`config.mk`:
```
export PLATFORM = sky130hd
export DESIGN_NAME = memshare_arr_rqst_tracker
export DESIGN_NICKNAME = d
export VERILOG_FILES = /design/src/rtl/memshare_arr_rqst_tracker.sv
export SDC_FILE = /design/constraint.sdc
export NUM_CORES = 1
export LEC_CHECK = 0
export ABC_AREA = 0
export BUFFER_PORTS_ARGS = -buffer_cell sky130_fd_sc_hd__buf_2
export CORE_MARGIN = 4
export CORE_UTILIZATION = 45
export DETAILED_ROUTE_END_ITERATION = 16
export SLEW_MARGIN = 10
export SYNTH_ARGS = -nofsm -noshare
export SYNTH_HDL_FRONTEND = slang
export SYNTH_SLANG_ARGS = --single-unit
```
`constraint.sdc`:
```
create_clock -name sys_clk -period 7.3 [get_ports sys_clk]
set_input_delay 0.365 -clock sys_clk [delete_from_list [all_inputs] [get_ports sys_clk]]
set_output_delay 0.365 -clock sys_clk [all_outputs]
set_load 0.05 [all_outputs]
```
`src/rtl/memshare_arr_rqst_tracker.sv`:
```
// memshare_arr_rqst_tracker: profiles share-group request patterns, classifies
// shared-column bank conflicts and queues them for the memShare allocator.
// Ports:
//   sys_clk, rstn            clock (rising edge), async active-low reset
//   rqst_valid/rqst_ready    upstream pattern handshake
//   rqst_vec, rqst_addr      request vector and per-requestor bank addresses
//   pat_valid/pat_ready      head-pattern handshake toward the allocator
//   pat_vec, pat_addr        head pattern as captured
//   pat_conflict             requestors deferred to allocation sequence 2
//   pat_seq_num              1 or 2 allocation sequences for the head pattern
//   occupancy, seq2_cnt      stored entries / stored entries needing 2 sequences
module memshare_arr_rqst_tracker #(
    parameter int                            SHARE_GROUP_SIZE   = 5,
    parameter logic [SHARE_GROUP_SIZE-1:0]   SHARE_COL_CONFIG   = 5'b10101,
    parameter int                            RQST_ADDR_BITWIDTH = 3,
    parameter int                            TRACK_DEPTH        = 4,
    parameter int                            CNT_W              = $clog2(TRACK_DEPTH + 1)
) (
    input  logic                                         sys_clk,
    input  logic                                         rstn,
    input  logic                                         rqst_valid,
    output logic                                         rqst_ready,
    input  logic [SHARE_GROUP_SIZE-1:0]                  rqst_vec,
    input  logic [SHARE_GROUP_SIZE*RQST_ADDR_BITWIDTH-1:0] rqst_addr,
    output logic                                         pat_valid,
    input  logic                                         pat_ready,
    output logic [SHARE_GROUP_SIZE-1:0]                  pat_vec,
    output logic [SHARE_GROUP_SIZE*RQST_ADDR_BITWIDTH-1:0] pat_addr,
    output logic [SHARE_GROUP_SIZE-1:0]                  pat_conflict,
    output logic [1:0]                                   pat_seq_num,
    output logic [CNT_W-1:0]                             occupancy,
    output logic [CNT_W-1:0]                             seq2_cnt
);
    localparam int G  = SHARE_GROUP_SIZE;
    localparam int W  = RQST_ADDR_BITWIDTH;
    localparam int PW = $clog2(TRACK_DEPTH);
    localparam logic [CNT_W-1:0] DEPTH_C = CNT_W'(TRACK_DEPTH);

    logic [G-1:0]   vec_mem_q  [TRACK_DEPTH];
    logic [G*W-1:0] addr_mem_q [TRACK_DEPTH];
    logic [G-1:0]   conf_mem_q [TRACK_DEPTH];
    logic           seq2_mem_q [TRACK_DEPTH];

    logic [PW-1:0]    wr_ptr_q, wr_ptr_d, rd_ptr_q, rd_ptr_d;
    logic [CNT_W-1:0] occ_q, occ_d, seq2_cnt_q, seq2_cnt_d;
    logic [G-1:0]     conflict;
    logic             push, pop;

    // A requestor is deferred if any lower-index active shared requestor hits the
    // same bank; the lowest member of each colliding set stays in sequence 1.
    always_comb begin
        conflict = '0;
        for (int j = 1; j < G; j++)
            for (int i = 0; i < j; i++)
                if (rqst_vec[i] && rqst_vec[j] && SHARE_COL_CONFIG[i] && SHARE_COL_CONFIG[j] &&
                    rqst_addr[i*W +: W] == rqst_addr[j*W +: W])
                    conflict[j] = 1'b1;
    end

    assign rqst_ready = occ_q < DEPTH_C;
    assign pat_valid  = occ_q != '0;

    // Null patterns complete the handshake but are never stored.
    always_comb begin
        push       = rqst_valid && rqst_ready && (rqst_vec != '0);
        pop        = pat_valid && pat_ready;
        wr_ptr_d   = wr_ptr_q + PW'(push);
        rd_ptr_d   = rd_ptr_q + PW'(pop);
        occ_d      = occ_q + CNT_W'(push) - CNT_W'(pop);
        seq2_cnt_d = seq2_cnt_q + CNT_W'(push && conflict != '0) - CNT_W'(pop && seq2_mem_q[rd_ptr_q]);
    end

    always_ff @(posedge sys_clk or negedge rstn) begin
        if (!rstn) begin
            wr_ptr_q   <= '0;
            rd_ptr_q   <= '0;
            occ_q      <= '0;
            seq2_cnt_q <= '0;
            for (int k = 0; k < TRACK_DEPTH; k++) begin
                vec_mem_q[k]  <= '0;
                addr_mem_q[k] <= '0;
                conf_mem_q[k] <= '0;
                seq2_mem_q[k] <= 1'b0;
            end
        end else begin
            wr_ptr_q   <= wr_ptr_d;
            rd_ptr_q   <= rd_ptr_d;
            occ_q      <= occ_d;
            seq2_cnt_q <= seq2_cnt_d;
            if (push) begin
                vec_mem_q[wr_ptr_q]  <= rqst_vec;
                addr_mem_q[wr_ptr_q] <= rqst_addr;
                conf_mem_q[wr_ptr_q] <= conflict;
                seq2_mem_q[wr_ptr_q] <= conflict != '0;
            end
        end
    end

    assign pat_vec      = vec_mem_q[rd_ptr_q];
    assign pat_addr     = addr_mem_q[rd_ptr_q];
    assign pat_conflict = conf_mem_q[rd_ptr_q];
    assign pat_seq_num  = seq2_mem_q[rd_ptr_q] ? 2'd2 : 2'd1;
    assign occupancy    = occ_q;
    assign seq2_cnt     = seq2_cnt_q;
endmodule

```
==> run metrics <==
# fillers between 900 and 1,000; skew final ~0.0049 ns; period utilization roughly 41%; post-layout util about half; mean post-synth cell area 16.3 sq um; Yosys top cell area share 51.3%; Longest Clk Path Bufs 2; CP max stage delay about 0.95 ns; Rows 38; CTS Buf Count 9; hpwl dp between 6000 and 7000 microns; unrepaired setup endpoints after global routing false; Critical Path RT 7.59 ns; FMAX between 0.3 and 0.4 GHz; Async SR Flop Fraction 100%; first-pass iteration count of the detailed router 4; final slew viol count 0; vias in the first global route 2,888; Worst setup EP type flip-flop; CP Max Fanout 24; Seq/Total Area, Yosys approximately 51%; flops & latches, synth approximately 100; setup bufs post-CTS 0; largest cells by area after synthesis dfrtp_1, mux2_4, mux4_2; number of diodes 0; largest net degree at the start of global routing between 60 and 70; post-CTS sizing 0; Slew headroom 42.3%; Initial Util between 40% and 50%; Vias/cell 5.18; total gr overflow 0; Post-Synthesis Cell Area between 0.004 and 0.005 sq mm; critical path cell sequence mux4_2, and3_1, ha_1, inv_1, ha_1, inv_1, fa_1, xnor2_1, xnor2_1; Via Count approximately 2,600; Worst-path clk slew around 0.1 ns; crit path DAT around 3.3 ns; final-report hold violation count 0; final setup vio count 0; FF+latch area 0.00255 sq mm; Critical Path Source Type flip-flop; Worst-Margin Slew approximately 0.87 ns; Die Y 113 microns; routability cong. between 0.7 and 0.8; port bufs 55; first-pass GRT wire length 15,900 microns; met2 GRT Util 24.3%; DR iter-0 viols 129; core footprint ~0.011 sq mm; CP max-delay cell dfrtp_2; crit-path leading delay family flip-flops; final hold slack between 0.2 and 0.3 ns; busiest metal layer after global routing met2; nets approximately 390; CTS sink cnt around 100; crit path time final approximately 3 ns; setup_tns 0 ns; Final Instance Count excl. Fillers around 510; number of library cell types mapped by synthesis 29; met3 GRT Util about 3.7%; CTS tree built; Total GRT Usage about 16%; synthesized instance count between 300 and 400; Max-Cap Viols 0; Die Wd 113 microns; placed insts 488; remaining antenna violation count 0; Worst Path Buf+Inv 2; CTS HTree Levels 3; Avg WL per Cell approximately 19 microns; io pins between 50 and 60; layout cell share with drive strength beyond 1 between 50% and 60%; outcome complete, no violations; Hold/Removal Path Class in2reg; DIE AREA between 0.01 and 0.015 sq mm; GR Util met1 between 20% and 30%; multi-input logic area 0.00219 sq mm; final WL 9430 microns; Yosys top cell by area dfrtp_1; number of synthesized flops with an enable pin 0; # DRC 0; Worst Path Class, Setup reg2reg; main flop type after synthesis dfrtp_1; initial antenna violation count 0; Synthesis Warnings 0; clock root cell clkbuf_8; area growth from synthesis to layout 10.5%; clk_lat worst skew roughly 0.37 ns
[timing repair]
action	4_1_cts	5_1_grt
hold endpoints to repair	40	0
setup endpoints to repair	0	0
hold buffers	1	0
[cell usage in the layout (no fill, tap or decap), types with 7 or more instances in the layout]
| cell type | n |
|---|---|
| mux4_2 | 23 |
| dfrtp_1 | 101 |
| clkbuf_8 | 9 |
| inv_1 | 9 |
| buf_4 | 7 |
| mux2_4 | 56 |
| xor2_1 | 11 |
| o21ai_0 | 13 |
| nand2_1 | 15 |
| mux2_2 | 24 |
| buf_2 | 54 |
[final cells by class]
cell class	count	share of cell area (%)
timing repair buffer	62	6.05
multi-input combinational	176	39.8
clock inverter	6	1.57
tap	140	3.19
sequential	102	46.4
inverter	9	0.614
clock buffer	10	2.32
[worst register-to-register path, stage by stage, from the launching register on]
cell and delay, ns:
dfrtp_2 0.95, mux4_2 0.62, and3_1 0.19, ha_1 0.28, inv_1 0.06, ha_1 0.12, inv_1 0.04, fa_1 0.37
xnor2_1 0.19, xnor2_1 0.14
[sequential cells by signal, summed over array words and instances (netlist names)]
register	flops
addr_mem_q	60
vec_mem_q	20
conf_mem_q	8
seq2_mem_q	4
occupancy	3
seq2_cnt	3
rd_ptr_q	2
wr_ptr_q	2
[synth_stat cells (all sizes together) (2+ instances only)]
| library cell | count |
|---|---|
| and2 | 2 |
| buf | 16 |
| mux2 | 80 |
| mux4 | 23 |
| inv | 9 |
| o211ai | 4 |
| ha | 6 |
| xnor2 | 4 |
| nor4 | 2 |
| fa | 2 |
| clkbuf | 4 |
| or4 | 2 |
| nor2b | 3 |
| o21ai | 13 |
| nand2 | 15 |
| xor2 | 11 |
| dfrtp | 102 |
| nor2 | 2 |
[through the flow]
| step | setup WS, ns | cell area (sq um) |
|---|---|---|
| detailed placement | 4.23 | 5280 |
| global placement | 4.25 | 5280 |
| floorplan | 4.51 | 4980 |
| CTS | 4.19 | 5500 |
| global route | 4.02 | 5500 |
| finish | 4.29 | 5500 |
[worst paths after layout]
check                      depth (start not counted)  slack (ns)           start             end
min reg2reg                                        2        0.48  conf_mem_q[19]  conf_mem_q[19]
min in group asynchronous                          2        0.52            rstn  addr_mem_q[24]
max                                                9        4.29     rd_ptr_q[0]     seq2_cnt[2]
max in group asynchronous                          3        5.58            rstn     rd_ptr_q[0]
max reg2reg                                        9        4.29     rd_ptr_q[0]     seq2_cnt[2]
min                                                2        0.27    rqst_addr[3]  addr_mem_q[48]
[cells by family (layout without fill, tap and decap cells)]
kind of cell	count (synthesis)	in the layout	synth area share (%)
multiplexers	103	103	32.7
flip-flops	102	102	51.3
AND/OR/NAND/NOR	30	30	3.07
buffers and inverters	29	87	4.83
AO/OA/AOI/OAI	17	17	3.02
XOR/XNOR	15	15	2.64
adder cells (fa/ha/maj)	8	8	2.31
other	1	3	0.0754
[per-layer routing]
metal  up-vias  share of wire, %
li1       1192                 -
met1      1363                48
met2        52                47
met3         7               4.1
met4         0              0.77
met5         -                 0
Power is left out: the tool's default activity adds up to more than one toggle a clock period on the data nets, which glitch-free logic cannot reach.
